<file path="src/rtl/mac_result_serializer.sv">
// Drain side of the MAC accumulator: buffers results in a small FIFO and
// streams each one out as a STATUS/MSB/LSB byte frame over a valid/ready bus.
module mac_result_serializer #(
    parameter int DEPTH       = 4,
    parameter bit SEND_STATUS = 1
) (
    input  logic                     clk,
    input  logic                     rst,
    input  logic [15:0]              result_in,
    input  logic                     overflow_in,
    input  logic                     acc_msb_in,
    input  logic                     result_valid,
    input  logic                     clear_drop,
    input  logic                     out_ready,
    output logic [7:0]               data_out,
    output logic                     data_valid,
    output logic                     frame_start,
    output logic                     busy,
    output logic                     dropped,
    output logic [$clog2(DEPTH):0]   fifo_count
);

    localparam int AW = $clog2(DEPTH);
    localparam logic [AW:0]   FULL_CNT = (AW+1)'(DEPTH);
    localparam logic [AW-1:0] PTR_ONE  = AW'(1);

    localparam logic [1:0] IDLE   = 2'd0;
    localparam logic [1:0] STATUS = 2'd1;
    localparam logic [1:0] MSB    = 2'd2;
    localparam logic [1:0] LSB    = 2'd3;
    localparam logic [1:0] FIRST  = SEND_STATUS ? STATUS : MSB;

    // entry layout: {ovf, acc_msb, seq[2:0], result[15:0]}
    logic [20:0]   mem [DEPTH];
    logic [20:0]   head;
    logic [AW-1:0] wr_ptr, rd_ptr;
    logic [AW:0]   count, count_next;
    logic [2:0]    seq;
    logic [1:0]    state, state_next;
    logic          full, pop, push;

    assign head = mem[rd_ptr];
    assign full = (count == FULL_CNT);
    assign pop  = (state == LSB) && out_ready;
    // A full FIFO still accepts when the head drains on the same edge.
    assign push = result_valid && (!full || pop);
    assign count_next = count + {{AW{1'b0}}, push} - {{AW{1'b0}}, pop};

    always_comb begin
        state_next = state;
        case (state)
            IDLE:    if (count_next != '0) state_next = FIRST;
            STATUS:  if (out_ready) state_next = MSB;
            MSB:     if (out_ready) state_next = LSB;
            LSB:     if (out_ready) state_next = (count_next != '0) ? FIRST : IDLE;
            default: state_next = IDLE;
        endcase
    end

    always_ff @(posedge clk or posedge rst) begin
        if (rst) begin
            wr_ptr  <= '0;
            rd_ptr  <= '0;
            count   <= '0;
            seq     <= 3'd0;
            state   <= IDLE;
            dropped <= 1'b0;
        end else begin
            state <= state_next;
            count <= count_next;
            if (push) begin
                wr_ptr <= wr_ptr + PTR_ONE;
                seq    <= seq + 3'd1;
            end
            if (pop)
                rd_ptr <= rd_ptr + PTR_ONE;
            if (result_valid && !push)
                dropped <= 1'b1;
            else if (clear_drop)
                dropped <= 1'b0;
        end
    end

    always_ff @(posedge clk) begin
        if (push)
            mem[wr_ptr] <= {overflow_in, acc_msb_in, seq, result_in};
    end

    // Outputs are decoded from registered state and the FIFO head, so they
    // stay put while the host stalls.
    always_comb begin
        data_out = 8'h00;
        case (state)
            STATUS:  data_out = {head[20], head[19], dropped, 2'b00, head[18:16]};
            MSB:     data_out = head[15:8];
            LSB:     data_out = head[7:0];
            default: data_out = 8'h00;
        endcase
    end

    assign data_valid  = (state != IDLE);
    assign frame_start = (state == FIRST);
    assign busy        = (count != '0) || data_valid;
    assign fifo_count  = count;

endmodule

</file>
<file path="config.mk">
export PLATFORM = sky130hd
export DESIGN_NAME = mac_result_serializer
export DESIGN_NICKNAME = d
export VERILOG_FILES = /design/src/rtl/mac_result_serializer.sv
export SDC_FILE = /design/constraint.sdc
export NUM_CORES = 1
export LEC_CHECK = 0
export CAP_MARGIN = 15
export CORE_MARGIN = 4
export CORE_UTILIZATION = 51
export DETAILED_ROUTE_END_ITERATION = 12
export PLACE_DENSITY_LB_ADDON = 0.25
export SLEW_MARGIN = 5
export SYNTH_ARGS = -nofsm -noshare
export SYNTH_HDL_FRONTEND = slang
export SYNTH_SLANG_ARGS = --single-unit
</file>
<file path="constraint.sdc">
create_clock -name clk -period 3.2 [get_ports clk]
set_input_delay 0.32 -clock clk [delete_from_list [all_inputs] [get_ports clk]]
set_output_delay 0.32 -clock clk [all_outputs]
set_load 0.005 [all_outputs]
</file>
==> impl_results.md, run 1 <==
- CP Cell Sequence: ha_1 > nand2_1 > a31oi_1 > inv_1 > ha_1 > inv_1 > ha_1 > inv_1 > fa_1 > xor2_1 > xnor2_1 > a31o_1 > mux2_4
- Util after Layout: between 60% and 70%
- Synth cell types: 30
- Post-synth top cells: edfxtp_1 (84), mux4_2 (16), inv_1 (14), dfrtp_1 (13), nand2_1 (13)
- Avg Synthesized Cell Area: roughly 18 um^2
- Drt initial violations: 120
- CP Capture Type: register
- Wire per inst: 19.5 um
- Vias in the first global route: 2134
- FMAX: about 340 MHz
- Area growth syn-to-layout: 18.6%
- CP max FO: 5
- Antenna Cells: 0
- FP Rows: 31
- PortBufs: 37
- GRT Overall Usage: about 18%
- First-pass GRT wire length: 11600 um
- Setup TNS: 0 ns
- Max-cap violations: 0
- Mapped Nets: between 200 and 300
- CP arrival: between 3 and 4 ns
- Post-Route WL: approximately 7300 um
- Die area: 9210 um^2
- Core Area: roughly 7400 um^2
- Final Hold Fails: 0
- Worst vdd ir: between 0.6 and 0.7 mV
- Nets: ~310
- Area occupied by multi-input gates: 993 um^2
- Top cell type's share of synthesized area: between 60% and 70%
- Slew Viols, Final: 0
- Post-synthesis cell count: about 220
- PostCTS Resize Cnt: 0
- DR pass1 iterations: 5
- Max incr delay on CP: roughly 0.43 ns
- Top cells by area, synth: edfxtp_1 (64%), mux4_2 (9.1%), dfrtp_1 (8.2%)
- TritonCTS Sinks: a little under 100
- DR vias: 2045
- WS Path Type: register to register
- GP Congestion: between 0.7 and 0.8
- Post-CTS setup repair buffer count: 0
- # setup viols final: 0
- Cell area after synthesis: between 3000 and 4000 um^2
- Chip Height: approximately 96 um
- Most frequent cell after synthesis: edfxtp_1
- DRC viols: 0
- Hold Crit Class: input pin to async pin
- # IOs: 38
- Clk Latency, worst-skew pair: 0.35 ns
- Antenna viol nets, final: 0
- Worst-Margin Slew: between 0.5 and 0.6 ns
- Leakage: around 1.7 nW
- RSZ-0062 raised after global routing: no
- Primary FF master, synth: edfxtp_1
- Yosys warning count: 0
- Startpoint Class: register
- Post-synth EDFFs: 84
- Die width: 96.0 um
- Largest net degree at the start of global routing: 22
- Outcome: completed
- Minimum clock period: slightly below 3 ns
- Slew Limit Headroom: between 60 and 70%
- Post-synthesis register bit count: just under 100
- Post-CTS Hold Buffers: 0
- CTS tree: built
- Initial antenna violation count: 0
- Via-per-instance ratio: ~5.5
- CP Data Required Time: around 3.4 ns
- Clock skew: between 0.01 and 0.015 ns
- CTS Root Buffer Type: clkbuf_8
- Initial core utilization: 53.5%
- Asr flop ratio synth: between 10% and 20%
- # fillers: approximately 540
- Register area: around 2800 um^2
- Register area share after synthesis: between 70% and 80%
- Clock Tree Buf Depth: 2
- CTS Buf Count: 9
- Global route overflow: 0
- PwrDens: approximately 920 nW/um^2
- H-tree depth: 3
- Period utilization: ~90%
- Leading area contributor after synthesis: edfxtp_1
- CP max stage cell: dfrtp_1
- Reg clk slew, reported paths: roughly 0.090 ns
- Placed wire-length estimate: between 4000 and 5000 um
- Fraction of layout cells with a size suffix above 1: around 16%
worst paths after layout:
kind                       startpoint          to  slack [ns]  cells past startpoint
min                               rst      seq[2]        0.30                      2
max reg2reg                  state[1]    state[1]        0.30                     13
max                          state[1]    state[1]        0.30                     13
max in group asynchronous         rst      seq[1]        2.55                      2
min in group clk           clear_drop     dropped        0.52                      2
min reg2reg                    seq[1]  mem[3][17]        0.55                      0
kinds of logic (layout without fill, tap and decap cells):
family	count (synthesis)	after routing	synth area share, %
AOI/OAI and AO/OA	27	27	4.15
DFF	97	97	72.2
xor gates and xnor gates	7	7	1.55
muxes	28	28	12.3
adders and majority gates	12	12	4.00
and+or+nand+nor	27	27	3.14
buffers and inverters	23	78	2.63
area by class of cell:
| class | count | area share [%] |
|---|---|---|
| clock buffers | 12 | 3.10 |
| clock inverters | 4 | 1.10 |
| inverters | 14 | 1.12 |
| multi-input cells | 101 | 21.2 |
| flip-flops and latches | 97 | 60.9 |
| well taps | 99 | 2.65 |
| repair buffers | 48 | 9.95 |
state kept, by name, indices dropped and copies added (netlist names):
register    count
fifo_count      3
seq             3
dropped         1
rd_ptr          2
state           2
wr_ptr          2
mem            84
layer usage:
metal,wire length [um],vias to the layer above,part of all wire (%),track usage (%)
li1,-,947,-,-
met1,3150,1044,43,22.3
met2,3750,45,51,31.0
met3,290,9,4.0,2.81
met4,104,0,1.4,6.04
met5,0,-,0,0
per-stage QoR:
| stage | power [mW] | hold WS, ns | cells | setup slack, ns | instance area [um^2] |
|---|---|---|---|---|---|
| finish | 4.30 | 0.296 | 375 | 0.298 | 4680 |
| global route | 4.56 | 0.356 | 375 | 0.134 | 4680 |
| CTS | 4.36 | 0.317 | 375 | 0.301 | 4680 |
| detailed placement | 3.57 | 0.534 | 359 | 0.0328 | 4480 |
| global placement | 3.52 | 0.516 | 359 | 0.121 | 4480 |
| floorplan | 2.89 | 0.197 | 221 | 0.130 | 3950 |
layout by cell type (no fill, tap or decap), drive strengths merged, types with 2 or more instances in the layout:
cell type,n
mux4,16
xor2,2
dfrtp,13
clkbuf,12
buf,11
mux2,2
mux2i,10
nand2,13
inv,15
clkdlybuf4s50,37
edfxtp,84
o21ai,3
ha,11
nor2,5
clkinv,2
a21oi,11
a22oi,4
and2,4
xnor2,5
o22ai,5
report_power, final:
part | internal [mW] | switching, mW
Combinational | 0.822 | 0.801
Sequential | 1.73 | 0.163
Clock | 0.386 | 0.399
critical path: cells and delay by family, from the launching register on:
kind | cells | cell delay [ns]
compound gates | 2 | 0.45
xor+xnor | 2 | 0.41
fa+ha+maj | 4 | 0.96
buf+inv | 3 | 0.16
flops | 1 | 0.43
mux | 1 | 0.29
simple gates | 1 | 0.08
Note: power is estimated with default switching activity, not from simulation.
==> run 2, diff against run 1 <==
CORE_UTILIZATION = 60   (was 51)
TNS_END_PERCENT = 5   (was default)
clock period = 3.6 ns   (was 3.2 ns; I/O delays follow)
==> run 2 against run 1 <==
- clock-buffer cell count decreased by 3
- wire length decreased by 7.4%
- register-to-register slack improved by 0.33 ns
- hold slack improved by 0.044 ns
- core utilization increased by 9.1 points
- via count decreased by 1.5%
- clock power decreased by 17%
- highest routed layer unchanged
- critical path depth decreased by 8
- die area decreased by 14%
- non-clock buffer count decreased by 2
- global-route usage increased by 1.1 points
- combinational power decreased by 14%
==> impl_results.md, run 2 (synthesis gave the netlist of run 1 again) <==
- DR pass1 iterations: 4
- Clock Tree Buf Depth: 2
- Max reg flops: 84
- PortBufs: 37
- Die area: approximately 8000 um^2
- Wire per inst: 19.4 um
- Worst vdd ir: between 0.6 and 0.7 mV
- FMAX: about 340 MHz
- DRC viols: 0
- Via-per-instance ratio: around 5.8
- Register area: approximately 2800 um^2
- Vias in the first global route: roughly 2.1k
- Antenna viol nets, final: 0
- FP Rows: 29
- CTS Buf Count: 9
- CTS Root Buffer Type: clkbuf_8
- Core Area: around 6300 um^2
- CP max FO: 12
- # IOs: 38
- Clock skew: between 0.005 and 0.006 ns
- First-pass GRT wire length: ~11000 um
- Startpoint Class: register
- Most common cell after layout, fill and taps aside: edfxtp_1
- Leading cell types in the layout, fill and taps excluded: edfxtp_1 (84), clkdlybuf4s50_1 (37), mux4_2 (16)
- Most frequent CP cell: a21oi_1
- Slew Viols, Final: 0
- GP Congestion: between 0.7 and 0.8
- # setup viols final: 0
- Post-CTS setup repair buffer count: 0
- CP Capture Type: primary output
- Area occupied by multi-input gates: 993 um^2
- Clk Latency, worst-skew pair: 0.34 ns
- Initial core utilization: 62.1%
- Area growth syn-to-layout: 16.8%
- PwrDens: 808 nW/um^2
- Final Hold Fails: 0
- Placed cells: around 340
- GRT Overall Usage: 18.8%
- Drt initial violations: approximately 110
- Max-cap violations: 0
- Cell Area, Placed: roughly 4400 um^2
- Reg clk slew, reported paths: 0.08 ns
- RSZ-0062 raised after global routing: no
- FF-to-FF Start: state[1]
- Antenna Cells: 0
- CP Cell Sequence: buf_4 > mux4_2 > a21oi_1 > a21oi_1 > clkdlybuf4s50_1
- Chip Height: 89.1 um
- CP max stage cell: dfrtp_1
- TritonCTS Sinks: between 90 and 100
- Die width: between 80 and 90 um
- PostCTS Resize Cnt: 0
- Nets: approximately 300
- DR vias: approximately 2.0k
- CP Data Required Time: 3.24 ns
- Fraction of layout cells with a size suffix above 1: 15.1%
- Worst-Margin Slew: around 0.62 ns
- Slew Limit Headroom: ~60%
- Post-Route WL: ~6800 um
- Layout Cells excl Fill: about 350
- Post-CTS Hold Buffers: 0
- WS Path Type: register to primary output
- Placed wire-length estimate: 4400 um
- FF-to-FF setup slack: around 0.63 ns
- Reg2Reg Depth: 13
- Minimum clock period: just under 3 ns
- Hold Crit Class: input pin to async pin
- # fillers: around 390
- CP arrival: around 2.6 ns
- Final instance area: between 4000 and 5000 um^2
- Largest net degree at the start of global routing: 28
- Reg2reg end: state[1]
- Global route overflow: 0
- Initial antenna violation count: 0
- Largest Register: mem
- Period utilization: 82.7%
- Leakage: between 1.5 and 2 nW
- Outcome: completed
- CTS tree: built
- H-tree depth: 3
- Setup TNS: 0 ns
- Max incr delay on CP: 0.75 ns
run 2: how the worst max path moves through the flow:
stage,start,endpoint,slack (ns),cells after the start
after floorplan,state[0],state[1],0.53,15
after global placement,out_ready,state[1],0.43,13
after detailed placement,out_ready,state[1],0.35,13
after CTS,rd_ptr[0],data_out[7],0.56,5
after global routing,rd_ptr[0],data_out[7],0.42,5
final,rd_ptr[0],data_out[7],0.62,5
run 2: cell type report:
type	instances	share of cell area [%]
Clock inverter	5	1.25
Clock buffer	9	2.69
Multi-Input combinational cell	101	21.6
Timing Repair Buffer	46	9.50
Tap cell	77	2.09
Sequential cell	97	61.8
Inverter	14	1.14
run 2: report_power, final:
group          internal [mW]  leakage [nW]  total, mW  switching, mW
Sequential              1.54         0.924       1.69          0.151
Combinational          0.707         0.628       1.39          0.680
Clock                  0.314        0.0852      0.648          0.335
Total                   2.56          1.64       3.72           1.17
run 2: worst max-delay path: cells and delay by family, from the launching register on:
family                 cells  cell delay [ns]
AO/OA/AOI/OAI              2             0.23
buffers and inverters      2             0.78
flip-flops                 1             0.75
multiplexers               1             0.52
run 2: metal layers:
| layer | GRT usage (%) | part of all wire, % |
|---|---|---|
| met1 | 24.6 | 44 |
| met2 | 30.8 | 50 |
| met3 | 3.41 | 4.4 |
| met4 | 8.80 | 1.6 |
| met5 | 0 | 0 |
run 2: metrics by stage:
| step | hold slack, ns | power, mW | util (%) | worst slack, ns |
|---|---|---|---|---|
| 3_3_place_gp | 0.520 | 3.08 | 69.7 | 0.430 |
| 4_1_cts | 0.345 | 3.76 | 72.6 | 0.564 |
| 6_report | 0.340 | 3.72 | 72.6 | 0.624 |
| 5_1_grt | 0.383 | 3.97 | 72.6 | 0.423 |
| 3_5_place_dp | 0.550 | 3.12 | 69.7 | 0.350 |
| 2_1_floorplan | 0.237 | 2.57 | - | 0.530 |
==> run 3, diff against run 2 <==
CORE_UTILIZATION = 51   (was 60)
clock period = 2.5 ns   (was 3.6 ns; I/O delays follow)
==> run 3 against run 2 <==
- first-iteration DRC count up 23%
- the run now ends with setup timing left
- flip-flop and latch count is the same
- design area up 6.3%
- clock power rose by 73%
- register-to-register slack worse by 0.77 ns
==> impl_results.md, run 3 (synthesis gave the netlist of run 1 again) <==
- Reg2Reg Depth: 13
- Drt initial violations: ~140
- Nets: roughly 310
- H-tree depth: 3
- Reg2reg end: state[1]
- Reg clk slew, reported paths: 0.09 ns
- CP Data Required Time: 2.74 ns
- Max reg flops: 84
- Slew Limit Headroom: 66.5%
- Clk Latency, worst-skew pair: between 0.3 and 0.4 ns
- PwrDens: approximately 1200 nW/um^2
- Vias in the first global route: around 2.1k
- Failing checks: setup timing
- Max-cap violations: 0
- Global route overflow: 0
- Antenna viol nets, final: 0
- Met2 Wirelength: approximately 3700 um
- Worst-Margin Slew: between 0.5 and 0.6 ns
- Final Hold Fails: 0
- Critical Path Sink: state[1]
- CTS tree: built
- CP arrival: 2.89 ns
- Met1 Wirelength: 3240 um
- Minimum clock period: 2.64 ns
- Cell depth of the worst setup path: 13
- Highest metal used: met4
- Startpoint Class: register
- CP Cell Sequence: ha_4 > nand2_4 > a31oi_4 > inv_2 > ha_4 > inv_2 > ha_4 > inv_2 > fa_2 > xor2_1 > xnor2_1 > a31o_1 > mux2_4
- Setup ws final: -0.142 ns
- Die width: approximately 96 um
- Worst vdd ir: about 0.61 mV
- GRT Overall Usage: ~17%
- Hold Crit Class: input pin to async pin
- Fraction of layout cells with a size suffix above 1: 25.0%
- Most common cell after layout, fill and taps aside: edfxtp_1
- CP Capture Type: register
- Initial core utilization: roughly 54%
- Die area: around 9200 um^2
- # setup viols final: 5
- FMAX: about 380 MHz
- CP max FO: 3
- CTS Root Buffer Type: clkbuf_8
- Core Area: 7370 um^2
- Largest Register: mem
- Largest net degree at the start of global routing: 22
- GP Congestion: approximately 0.76
- First-pass GRT wire length: ~11000 um
- Clock Tree Buf Depth: 2
- DR vias: between 2k and 2.5k
- TritonCTS Sinks: 97
- Buf/Inv on CP: 3
- CP max stage cell: dfrtp_1
- DR pass1 iterations: 4
- Max incr delay on CP: approximately 0.4 ns
- PortBufs: 37
- Antenna Cells: 0
- Chip Height: between 90 and 100 um
- # fillers: about 530
- Worst path top cell family by delay: adder cells
- FF-to-FF Start: state[0]
- Initial antenna violation count: 0
- WS Path Type: register to register
- Slew Viols, Final: 0
- # IOs: 38
- CTS Buf Count: 9
- Via-per-instance ratio: roughly 5.4
- Leakage: between 1.5 and 2 nW
- RSZ-0062 raised after global routing: yes
- Met3 routed WL: approximately 290 um
- Placed wire-length estimate: roughly 4600 um
- Area growth syn-to-layout: 24.2%
- Post-CTS Hold Buffers: 0
- Wire per inst: 19.0 um
- FP Rows: 31
- Util after Layout: roughly two thirds
- Post-Route WL: about 7300 um
- CP startpoint: state[0]
- FF-to-FF setup slack: -0.14 ns
- Outcome: finished, violations left
- DRC viols: 0
- Leading cell types in the layout, fill and taps excluded: edfxtp_1 (84), clkdlybuf4s50_1 (32), mux4_2 (16), buf_4 (16), dfrtp_1 (13)
- Setup TNS: -0.343 ns
- Period utilization: 106%
- Clock skew: between 0.008 and 0.009 ns
run 3: cell types whose count changed in the layout (fill, tap and decap cells not counted), sizes merged:
| cell | change |
|---|---|
| bufinv | +1 |
| clkdlybuf4s50 | -5 |
| dlygate4sd2 | +3 |
| inv | +1 |
| clkinvlp | -1 |
| buf | +10 |
| dlymetal6s2s | +2 |
| clkinv | +1 |
run 3: repair_timing:
action	4_1_cts	5_1_grt
resized for setup	11	10
pin swaps	7	2
setup buffers	0	0
setup endpoints to repair	10	7
run 3: how the worst min path moves through the flow:
stage / start / end / cells after the start
2_1_floorplan: rst / dropped / 1
3_3_place_gp: seq[2] / seq[2] / 1
3_5_place_dp: seq[2] / mem[1][18] / 0
4_1_cts: rst / wr_ptr[0] / 2
5_1_grt: rst / wr_ptr[0] / 2
6_report: rst / wr_ptr[0] / 2
run 3: per-stage QoR:
step | hold WS (ns) | instance area (um^2) | worst slack (ns) | cells | power, mW
6_report | 0.215 | 4900 | -0.142 | 383 | 5.91
3_3_place_gp | 0.513 | 4600 | -0.288 | 367 | 4.66
5_1_grt | 0.252 | 4900 | -0.232 | 383 | 6.27
2_1_floorplan | 0.127 | 4010 | -0.300 | 221 | 3.77
3_5_place_dp | 0.531 | 4600 | -0.339 | 367 | 4.71
4_1_cts | 0.218 | 4860 | -0.0987 | 383 | 5.87
run 3: cell type report:
type                       instances  area, um^2  area share (%)
multi-input combinational        101        1110            22.6
sequential                        97        2850            58.1
clock buffer                       9         124            2.53
inverter                          14        52.6            1.07
tap                               99         124            2.53
timing repair buffer              56         543            11.1
clock inverter                     7         101            2.07
run 3: layer usage:
metal	up-vias	track usage (%)
met5	-	0
met4	0	5.69
li1	967	-
met3	7	4.14
met2	34	27.0
met1	1045	24.0
run 3: power breakdown:
group	leakage, nW	internal, mW	switching [mW]
registers	0.924	2.21	0.165
logic	0.736	1.22	1.19
clock network	0.112	0.574	0.546
